`src/rtl/mnist_image_loader.sv`:
```
// mnist_image_loader
// UART (8N1) receiver plus frame FSM that hunts for a sync byte and then
// writes NUM_PIXELS pixel bytes into the classifier's 784x8 image RAM.
// image_valid flags a complete frame until the consumer returns image_ack.
module mnist_image_loader #(
    parameter int         CLK_HZ         = 50_000_000,
    parameter int         BAUD           = 115_200,
    parameter int         NUM_PIXELS     = 784,
    parameter logic [7:0] SYNC_BYTE      = 8'hA5,
    parameter int         TIMEOUT_CYCLES = 5_000_000
) (
    input  logic       CLOCK_50,
    input  logic       reset_n,
    input  logic       uart_rxd,
    output logic       img_wr_en,
    output logic [9:0] img_wr_addr,
    output logic [7:0] img_wr_data,
    output logic       image_valid,
    input  logic       image_ack,
    output logic       frame_err,
    output logic       busy
);

    localparam int CLKS_PER_BIT = CLK_HZ / BAUD;
    localparam int HALF_BIT     = CLKS_PER_BIT / 2;
    localparam int CNT_W        = $clog2(CLKS_PER_BIT + 1);
    localparam int GAP_W        = $clog2(TIMEOUT_CYCLES + 1);

    localparam logic [CNT_W-1:0] BIT_LAST  = CNT_W'(CLKS_PER_BIT - 1);
    localparam logic [CNT_W-1:0] HALF_LAST = CNT_W'(HALF_BIT - 1);
    localparam logic [GAP_W-1:0] GAP_LIMIT = GAP_W'(TIMEOUT_CYCLES);
    localparam logic [9:0]       LAST_ADDR = 10'(NUM_PIXELS - 1);

    typedef enum logic [1:0] {R_IDLE, R_START, R_DATA, R_STOP} rx_state_t;
    typedef enum logic [1:0] {F_HUNT, F_LOAD, F_READY} frame_state_t;

    // Synchronizer and edge-detect history
    logic r_rxd_meta;
    logic r_rxd_sync;
    logic r_rxd_prev;

    // Receiver state
    rx_state_t        r_rx_state;
    logic [CNT_W-1:0] r_clk_cnt;
    logic [2:0]       r_bit_idx;
    logic [7:0]       r_shift;
    logic             r_byte_valid;
    logic             r_byte_err;

    // Frame state
    frame_state_t     r_frame_state;
    logic [9:0]       r_addr;
    logic [GAP_W-1:0] r_gap_cnt;

    // Bring the asynchronous serial line into the clock domain; the extra stage
    // gives the previous value for falling-edge detection.
    always_ff @(posedge CLOCK_50 or negedge reset_n) begin
        // NOTE: the line idles high, so these reset to 1 to avoid a false start bit after reset.
        if (!reset_n) begin
            r_rxd_meta <= 1'b1;
            r_rxd_sync <= 1'b1;
            r_rxd_prev <= 1'b1;
        end else begin
            // NOTE: non-blocking assignments keep this a true shift chain regardless of statement order.
            r_rxd_meta <= uart_rxd;
            r_rxd_sync <= r_rxd_meta;
            r_rxd_prev <= r_rxd_sync;
        end
    end

    // 8N1 receiver: verify the start bit at half a bit, then sample data and stop
    // bits one full bit apart so every sample lands mid-bit.
    always_ff @(posedge CLOCK_50 or negedge reset_n) begin
        if (!reset_n) begin
            r_rx_state   <= R_IDLE;
            r_clk_cnt    <= '0;
            r_bit_idx    <= '0;
            r_shift      <= '0;
            r_byte_valid <= 1'b0;
            r_byte_err   <= 1'b0;
        end else begin
            // NOTE: pulses default low every cycle and are raised only on the cycle they fire.
            r_byte_valid <= 1'b0;
            r_byte_err   <= 1'b0;
            case (r_rx_state)
                R_IDLE: begin
                    r_clk_cnt <= '0;
                    if (r_rxd_prev && !r_rxd_sync) begin
                        r_rx_state <= R_START;
                    end
                end
                R_START: begin
                    if (r_clk_cnt == HALF_LAST) begin
                        r_clk_cnt <= '0;
                        if (!r_rxd_sync) begin
                            r_bit_idx  <= '0;
                            r_rx_state <= R_DATA;
                        end else begin
                            r_rx_state <= R_IDLE;   // glitch, not a real start bit
                        end
                    end else begin
                        r_clk_cnt <= r_clk_cnt + 1'b1;
                    end
                end
                R_DATA: begin
                    if (r_clk_cnt == BIT_LAST) begin
                        r_clk_cnt <= '0;
                        r_shift   <= {r_rxd_sync, r_shift[7:1]};   // LSB arrives first
                        if (r_bit_idx == 3'd7) begin
                            r_rx_state <= R_STOP;
                        end else begin
                            r_bit_idx <= r_bit_idx + 1'b1;
                        end
                    end else begin
                        r_clk_cnt <= r_clk_cnt + 1'b1;
                    end
                end
                R_STOP: begin
                    if (r_clk_cnt == BIT_LAST) begin
                        r_clk_cnt  <= '0;
                        r_rx_state <= R_IDLE;
                        if (r_rxd_sync) begin
                            r_byte_valid <= 1'b1;
                        end else begin
                            r_byte_err <= 1'b1;
                        end
                    end else begin
                        r_clk_cnt <= r_clk_cnt + 1'b1;
                    end
                end
                default: r_rx_state <= R_IDLE;
            endcase
        end
    end

    // Frame FSM: hunt for sync, load pixels with gap timeout, hold the frame
    // until acknowledged. All outputs are registered here.
    always_ff @(posedge CLOCK_50 or negedge reset_n) begin
        if (!reset_n) begin
            r_frame_state <= F_HUNT;
            r_addr        <= '0;
            r_gap_cnt     <= '0;
            img_wr_en     <= 1'b0;
            img_wr_addr   <= '0;
            img_wr_data   <= '0;
            image_valid   <= 1'b0;
            frame_err     <= 1'b0;
            busy          <= 1'b0;
        end else begin
            img_wr_en <= 1'b0;
            case (r_frame_state)
                F_HUNT: begin
                    if (r_byte_valid && (r_shift == SYNC_BYTE)) begin
                        r_frame_state <= F_LOAD;
                        r_addr        <= '0;
                        r_gap_cnt     <= '0;
                        frame_err     <= 1'b0;
                        busy          <= 1'b1;
                    end
                end
                F_LOAD: begin
                    if (r_byte_valid) begin
                        r_gap_cnt   <= '0;
                        img_wr_en   <= 1'b1;
                        img_wr_addr <= r_addr;
                        img_wr_data <= r_shift;
                        if (r_addr == LAST_ADDR) begin
                            r_frame_state <= F_READY;
                            image_valid   <= 1'b1;
                            busy          <= 1'b0;
                        end else begin
                            r_addr <= r_addr + 1'b1;
                        end
                    end else if (r_byte_err || (r_gap_cnt == GAP_LIMIT)) begin
                        r_frame_state <= F_HUNT;
                        frame_err     <= 1'b1;
                        busy          <= 1'b0;
                    end else begin
                        r_gap_cnt <= r_gap_cnt + 1'b1;   // leaving at GAP_LIMIT caps it
                    end
                end
                F_READY: begin
                    // Bytes arriving here are discarded; ack takes priority over them.
                    if (image_ack) begin
                        image_valid   <= 1'b0;
                        r_frame_state <= F_HUNT;
                    end
                end
                default: r_frame_state <= F_HUNT;
            endcase
        end
    end

endmodule

```
`config.mk`:
```
export PLATFORM = sky130hd
export DESIGN_NAME = mnist_image_loader
export DESIGN_NICKNAME = d
export VERILOG_FILES = /design/src/rtl/mnist_image_loader.sv
export SDC_FILE = /design/constraint.sdc
export NUM_CORES = 1
export LEC_CHECK = 0
export BUFFER_PORTS_ARGS = -buffer_cell sky130_fd_sc_hd__buf_2
export CAP_MARGIN = 25
export CORE_ASPECT_RATIO = 0.6
export CORE_UTILIZATION = 30
export CTS_CLUSTER_DIAMETER = 200
export DETAILED_ROUTE_END_ITERATION = 6
export SKIP_LAST_GASP = 1
export SYNTH_ARGS = -nofsm -noshare
export SYNTH_HDL_FRONTEND = slang
export SYNTH_SLANG_ARGS = --single-unit
```
`constraint.sdc`:
```
create_clock -name CLOCK_50 -period 2 [get_ports CLOCK_50]
set_input_delay 0.4 -clock CLOCK_50 [delete_from_list [all_inputs] [get_ports CLOCK_50]]
set_output_delay 0.4 -clock CLOCK_50 [all_outputs]
set_load 0.1 [all_outputs]
```
==> results of run 1 <==
## report_power, final
part	switching (mW)	internal, mW	total [mW]
clock network	0.702	1.10	1.81
logic	0.140	0.0947	0.234
registers	0.0581	1.74	1.80
## layout make-up
class                   count  share of cell area, %
inverters                  15                   1.07
clock buffers               9                   4.26
multi-input cells         293                   36.8
well taps                 170                   4.02
clock inverters             7                   1.87
flip-flops and latches     84                   39.8
repair buffers             86                   12.1
## layer usage
metal | GRT usage (%) | share of wire (%) | vias up
li1 | - | - | 1624
met5 | 0 | 0 | -
met4 | 3.74 | 0.54 | 0
met3 | 3.97 | 5.5 | 5
met1 | 22.0 | 52 | 1657
met2 | 20.5 | 42 | 80
## cells in the mapped netlist (all sizes together) (5+ instances only)
cell    instances
xor2            6
clkbuf          8
nand3          15
or3             6
nor2           28
a21oi           8
xnor2           5
ha              8
o21ai          17
inv            15
and3           14
mux2           11
nand4          11
nand2          74
dfrtp          81
a221o           5
buf             6
a211o          12
nor3           18
## kinds of logic (layout without fill, tap and decap cells)
family          count (synthesis)  count (layout)  synth area share [%]
compound gates                 61              62                  10.9
xor+xnor                       11              11                  2.37
fa+ha+maj                       8               8                  2.46
buf+inv                        29             117                  3.84
flops                          84              84                  51.8
mux                            12              12                  3.29
simple gates                  200             200                  25.3
## critical path, delay by kind of cell (launching register included)
| kind | cells | cell delay [ns] |
|---|---|---|
| DFF | 1 | 0.38 |
| AOI/OAI and AO/OA | 2 | 0.49 |
| and+or+nand+nor | 3 | 0.88 |
| buffers and inverters | 2 | 0.29 |
## per-stage QoR
step / area (sq um) / worst slack [ns] / TNS, ns / total power, mW / std cells
finish: 5290 / -0.165 / -2.54 / 3.84 / 664
global route: 5290 / -0.229 / -4.17 / 4.00 / 664
CTS: 5230 / -0.150 / -2.04 / 3.88 / 664
detailed placement: 4770 / -0.204 / -3.25 / 2.06 / 642
global placement: 4770 / -0.151 / -1.96 / 2.06 / 642
floorplan: 4080 / -0.0847 / -1.14 / 1.96 / 405
## timing repair
item / 4_1_cts / 5_1_grt
endpoints found under the hold margin: 18 / 0
hold buffers: 1 / 0
setup buffers: 4 / 0
cloned: 1 / 0
endpoints found under the setup margin: 24 / 41
resized for setup: 20 / 12
pin swaps: 11 / 8
## cells in the final DEF (no fill, tap or decap), types with 6 or more instances in the layout
cell type	count
ha_1	7
clkbuf_16	9
nand2_1	74
nor2_1	27
xor2_1	6
buf_2	24
nand4_1	11
dfrtp_1	81
nor3_1	16
buf_4	52
or3_1	6
mux2_2	11
and3_1	9
o21ai_0	13
a211o_1	9
buf_6	7
a21oi_1	7
inv_1	14
nand3_1	15
## final timing paths
check,slack (ns),end
hold / removal,0.16,r_rxd_meta$_DFF_PN1_
min in group asynchronous,0.47,img_wr_data[5]$_DFFE_PN0P_
hold reg to reg,0.36,r_rxd_sync$_DFF_PN1_
setup reg to reg,-0.16,r_gap_cnt[14]$_DFFE_PN0P_
max in group asynchronous,0.91,r_rxd_meta$_DFF_PN1_
setup / recovery,-0.16,r_gap_cnt[14]$_DFFE_PN0P_
## sequential cells by signal, indices dropped and copies added (netlist names), named ones only
register       flops
r_shift            8
img_wr_data        8
r_rxd_prev         1
r_byte_valid       1
frame_err          1
img_wr_en          1
r_byte_err         1
r_bit_idx          3
img_wr_addr       10
r_rxd_meta         1
r_gap_cnt         23
r_rx_state         1
r_addr            10
r_frame_state      2
r_clk_cnt          9
image_valid        1
busy               1
r_rxd_sync         1
==> results by group, run 1 <==
Outcome
  • Run status: complete, but fails checks
  • Failing checks: design-rule violations, negative setup slack

Floorplan
  • IO Count: 26
  • Die Footprint: 0.0140 sq mm
  • Die Wd: 152 um
  • Site Rows: 32
  • Vertical extent of the die: 92.2 um
  • Floorplan Core Area: 0.0130 sq mm
  • Initial Utilization: 31.3%

Synth
  • Fraction of synthesis flops using an asynchronous set or reset pin: 100%
  • Most instantiated flip-flop cell in the synthesis netlist: dfrtp_1
  • Net Count, Synth: 417
  • Count of synthesis-stage warnings from yosys: 0
  • Top cells by area, synth: dfrtp_1 (50%), nand2_1 (6.8%), mux2_2 (3.0%), nor2_1 (2.6%), ha_1 (2.5%)
  • Post-synth top area cell: dfrtp_1
  • Number of distinct library cells after synthesis: 52
  • Post-synthesis cell count: 405
  • EDFF count, synth: 0
  • Yosys top cell area share: 49.8%
  • Flop and latch count out of synthesis: 84
  • Avg Synthesized Cell Area: 10.0 sq um
  • Synth Cell Area: 0.00407 sq mm
  • Portion of the post-synthesis area used by sequential elements: 51.8%

STA
  • Maximum clock skew at final layout: 0.00730 ns
  • Setup repair after global routing missed its margin: yes
  • Fin. Hold Viols: 0
  • Worst Setup Slack, final: -0.165 ns
  • Count of final max-slew check failures: 0
  • Tightest slew margin relative to the limit: 67.6%
  • # setup viols final: 23
  • Peak Freq: 462 MHz
  • Final worst path period share: 108%
  • Worst-margin pin slew: 0.489 ns
  • Final worst path period need: 2.16 ns
  • Worst hold-check slack: 0.155 ns

Critical path
  • Data required time of the worst path: 2.22 ns
  • Crit path max-delay cell type: or4b_4
  • CP endpoint kind: flip-flop
  • Number of cells on the worst reg-to-reg path: 7
  • Crit-path max FO: 8
  • Cell chain of the critical path: or4b_4, nor4_4, buf_4, buf_4, a211o_4, nor3b_1, a221o_2
  • Launch point of the worst reg-to-reg path: r_gap_cnt[7]$_DFFE_PN0P_
  • Critical Path Source Type: flip-flop
  • Beginning of the critical path: r_gap_cnt[7]$_DFFE_PN0P_
  • Delay of the slowest critical-path stage: 0.56 ns
  • Worst setup path category: flip-flop to flip-flop
  • Critical path's most frequent cell: buf_4
  • Data arrival time of the critical path: 2.38 ns

Layout
  • Filler cells: 1268
  • Synth-to-layout area growth: 29.9%
  • Area of the multi-input gates: 0.00195 sq mm
  • Antenna cell count: 0
  • Utilization after layout: 40.6%
  • Share of post-route cells with drive strength above 1: 29.8%
  • Count of nets after finishing: 501
  • Storage cell area: 0.00211 sq mm

Clock tree
  • H-Tree Depth: 3
  • Number of buffers inserted during clock tree synthesis: 9
  • Clock latency reported for the late side of the worst-skew pair: 0.34 ns
  • Clock Sink Count: 84
  • Max clock buf depth: 2
  • Clock Tree Root: clkbuf_16
  • TritonCTS clock tree: done
  • Clock slew at the register clock pins of the worst setup and hold paths: 0.06 ns

Route
  • Via Count: 3366
  • Residual DRC count: 3
  • Total Wirelength: 9550 um
  • WL/cell: 14.4 um
  • Antenna-violating nets left: 0
  • Number of optimization iterations in the first detailed-route pass: 7
  • Ratio of routed vias to standard cells: 5.07
  • Detailed Route Iter0 Violations: 261

Job
  • Maximum Capacitance Violations: 0

Global route
  • Global routing usage summed across all routing layers: 14.7%
  • Remaining global-route overflow: 0
  • Maximum number of pins on one net before global-route repair: 33
  • Number of antenna violations at the first check in global routing: 0
  • Global-route wire length before repair: 16300 um
  • Number of global-route vias before repair: 3268

Power
  • Worst IR drop on VDD: 521 uV
  • Areal power density over the cells: 726 mW/mm^2
  • Leakage Power: 2.61 nW

Min path
  • Worst hold path stage count: 1
  • Class of the worst hold path: primary input to flip-flop
  • Hold path startpoint: uart_rxd

Placement
  • Routability congestion estimate: 0.819
  • HPWL after DPL: 6700 um
  • Port Buffers: 25
(Power assumes the default switching activity.)
==> run 2, diff against run 1 <==
--- a/config.mk
+++ b/config.mk
@@ -8,9 +8,10 @@
 export BUFFER_PORTS_ARGS = -buffer_cell sky130_fd_sc_hd__buf_2
 export CAP_MARGIN = 25
 export CORE_ASPECT_RATIO = 0.6
-export CORE_UTILIZATION = 30
+export CORE_UTILIZATION = 33
 export CTS_CLUSTER_DIAMETER = 200
 export DETAILED_ROUTE_END_ITERATION = 6
+export REMOVE_ABC_BUFFERS = 1
 export SKIP_LAST_GASP = 1
 export SYNTH_ARGS = -nofsm -noshare
 export SYNTH_HDL_FRONTEND = slang
==> run 2 against run 1 <==
Net effect:
- the run ends with negative setup slack left
- hold slack got worse by 0.14 ns
- cell area increased by 1.6%
- core utilization increased by 5.5 points
- total power decreased by 6.1%
- critical endpoint is now r_gap_cnt[20]$_DFFE_PN0P_
- highest routed layer is now met3
==> results by group, run 2 (synthesis results as in run 1) <==
STA
  • Tightest slew margin relative to the limit: 67.0% (was 67.6%)
  • Fin. Hold Viols: 0 (unchanged)
  • Worst Setup Slack, final: -0.214 ns (was -0.165 ns)
  • Final worst path period share: 111% (was 108%)
  • Peak Freq: 452 MHz (was 462 MHz)
  • Maximum clock skew at final layout: 0.00699 ns (was 0.00730 ns)
  • Setup repair after global routing missed its margin: yes (unchanged)
  • # setup viols final: 22 (was 23)
  • Count of final max-slew check failures: 0 (unchanged)
  • Worst-margin pin slew: 0.499 ns (was 0.489 ns)
  • Final worst path period need: 2.21 ns (was 2.16 ns)

Global route
  • Remaining global-route overflow: 0 (unchanged)
  • Maximum number of pins on one net before global-route repair: 36 (was 33)
  • Global-route wire length before repair: 16500 um (was 16300 um)
  • Global routing usage summed across all routing layers: 16.8% (was 14.7%)
  • Number of global-route vias before repair: 3264 (was 3268)
  • Number of antenna violations at the first check in global routing: 0 (unchanged)

Critical path
  • Number of cells on the worst reg-to-reg path: 7 (unchanged)
  • Cell chain of the critical path: or4b_4, nor4_4, buf_4, a211oi_4, buf_12, and3_1, a221o_2 (was or4b_4, nor4_4, buf_4, buf_4, a211o_4, nor3b_1, a221o_2)
  • Data arrival time of the critical path: 2.43 ns (was 2.38 ns)
  • CP endpoint kind: flip-flop (unchanged)
  • Delay of the slowest critical-path stage: 0.55 ns (was 0.56 ns)
  • Flop-to-flop setup slack: -0.21 ns (was -0.16 ns)
  • Critical Path Source Type: flip-flop (unchanged)
  • Worst setup path category: flip-flop to flip-flop (unchanged)
  • Crit-path max FO: 10 (was 8)
  • Crit path max-delay cell type: or4b_4 (unchanged)
  • Crit Reg-Reg Endpoint: r_gap_cnt[20]$_DFFE_PN0P_ (was r_gap_cnt[14]$_DFFE_PN0P_)
  • Launch point of the worst reg-to-reg path: r_gap_cnt[4]$_DFFE_PN0P_ (was r_gap_cnt[7]$_DFFE_PN0P_)
  • Data required time of the worst path: 2.22 ns (about the same)

Clock tree
  • Clock Tree Root: clkbuf_16 (unchanged)
  • Number of buffers inserted during clock tree synthesis: 9 (unchanged)
  • TritonCTS clock tree: done (unchanged)
  • Clock slew at the register clock pins of the worst setup and hold paths: 0.06 ns (about the same)
  • H-Tree Depth: 3 (unchanged)
  • Clock latency reported for the late side of the worst-skew pair: 0.33 ns (was 0.34 ns)
  • Max clock buf depth: 2 (unchanged)
  • Hold-fix buffers, CTS: 0 (was 1)
  • Clock Sink Count: 84 (unchanged)

Layout
  • Antenna cell count: 0 (unchanged)
  • Synth-to-layout area growth: 32.0% (was 29.9%)
  • Most common cell after layout, fill and taps aside: dfrtp_1 (unchanged)
  • Number of flip-flops under the largest register name: 23 (unchanged)
  • Count of nets after finishing: 508 (was 501)
  • Share of post-route cells with drive strength above 1: 32.1% (was 29.8%)
  • Most frequent cells in the layout: dfrtp_1 (81), nand2_1 (72), buf_4 (57), nor2_1 (24), buf_2 (24) (was dfrtp_1 (81), nand2_1 (74), buf_4 (52), nor2_1 (27), buf_2 (24))
  • Biggest registers after layout: r_gap_cnt (23), img_wr_addr (10), r_addr (10) (unchanged)
  • Utilization after layout: 46.1% (was 40.6%)
  • Register with the most flip-flops: r_gap_cnt (unchanged)

Power
  • Total power of the final layout: 3.61 mW (was 3.84 mW)
  • Worst IR drop on VDD: 516 uV (was 521 uV)
  • Leakage Power: 2.66 nW (was 2.61 nW)
  • Areal power density over the cells: 672 mW/mm^2 (was 726 mW/mm^2)

Placement
  • Routability congestion estimate: 0.821 (was 0.819)
  • HPWL after DPL: 7090 um (was 6700 um)
  • Port Buffers: 25 (unchanged)

Route
  • Number of optimization iterations in the first detailed-route pass: 4 (was 7)
  • Residual DRC count: 0 (was 3)
  • Total Wirelength: 10200 um (was 9550 um)
  • Antenna-violating nets left: 0 (unchanged)
  • Detailed Route Iter0 Violations: 218 (was 261)
  • Ratio of routed vias to standard cells: 5.10 (was 5.07)
  • WL/cell: 15.4 um (was 14.4 um)
  • Via Count: 3372 (was 3366)

Floorplan
  • IO Count: 26 (unchanged)
  • Initial Utilization: 35.0% (was 31.3%)
  • Site Rows: 30 (was 32)
  • Floorplan Core Area: 0.0116 sq mm (was 0.0130 sq mm)
  • Die Footprint: 0.0128 sq mm (was 0.0140 sq mm)
  • Vertical extent of the die: 88 um (was 92.2 um)
  • Die Wd: 145 um (was 152 um)

Outcome
  • Failing checks: negative setup slack (was design-rule violations, negative setup slack)
  • Run status: complete, but fails checks (unchanged)

Min path
  • Class of the worst hold path: primary input to async pin (was primary input to flip-flop)

Job
  • Maximum Capacitance Violations: 0 (unchanged)
[run 2: cell count changes in the layout (fill, tap and decap cells not counted), moves of 3 or more]
cell / previous run / this run
clkinvlp_4: 0 / 3
and3_1: 9 / 12
nor3_1: 16 / 13
buf_4: 52 / 57
and3_4: 5 / 2
nor2_1: 27 / 24
[run 2: layout make-up]
type,count,area (sq um)
sequential,84,2110
multi-input combinational,292,1960
fill,1117,6270
clock buffer,12,256
tap,160,200
timing repair buffer,94,762
inverter,15,56.3
clock inverter,4,31.3
[run 2: where the power goes]
group	switching, mW	internal [mW]
sequential	0.0562	1.74
clock	0.666	0.914
combinational	0.140	0.0895
[run 2: how the worst max path moves through the flow]
stage,from,endpoint
3_5_place_dp,r_gap_cnt[17]$_DFFE_PN0P_,r_gap_cnt[22]$_DFFE_PN0P_
4_1_cts,r_gap_cnt[17]$_DFFE_PN0P_,r_gap_cnt[22]$_DFFE_PN0P_
5_1_grt,r_gap_cnt[4]$_DFFE_PN0P_,r_gap_cnt[22]$_DFFE_PN0P_
6_report,r_gap_cnt[4]$_DFFE_PN0P_,r_gap_cnt[20]$_DFFE_PN0P_
3_3_place_gp,r_gap_cnt[17]$_DFFE_PN0P_,r_gap_cnt[22]$_DFFE_PN0P_
2_1_floorplan,r_gap_cnt[4]$_DFFE_PN0P_,r_gap_cnt[9]$_DFFE_PN0P_
[run 2: metrics by stage]
stage | area, sq um | instances | hold WS (ns) | TNS (ns) | worst slack (ns)
finish | 5370 | 661 | 0.0140 | -3.15 | -0.214
global route | 5370 | 661 | 0.0360 | -4.84 | -0.276
CTS | 5280 | 661 | 0.0210 | -2.66 | -0.176
detailed placement | 4810 | 638 | 0.350 | -3.31 | -0.210
global placement | 4810 | 638 | 0.348 | -2.99 | -0.197
floorplan | 3970 | 391 | 0.104 | -3.75 | -0.206
[run 2: timing repair]
item                                   CTS  global route
setup endpoints to repair               23            34
buffers inserted                         6             1
pin swaps                               15            18
cloned                                   2             0
gates resized for setup                 20            24
endpoints found under the hold margin    0             0
[run 2: worst max-delay path, delay by kind of cell (launching register included)]
| kind | cells | cell delay (ns) |
|---|---|---|
| AO/OA/AOI/OAI | 2 | 0.38 |
| buffers and inverters | 2 | 0.34 |
| flip-flops | 1 | 0.37 |
| AND/OR/NAND/NOR | 3 | 1.00 |
[run 2: routing by layer]
layer | wire length, um | share of wire, % | global-route usage, %
met1 | 5370 | 53 | 24.7
met2 | 4320 | 42 | 23.8
met3 | 468 | 4.6 | 5.52
met4 | 0 | 0 | 3.16
met5 | 0 | 0 | 0
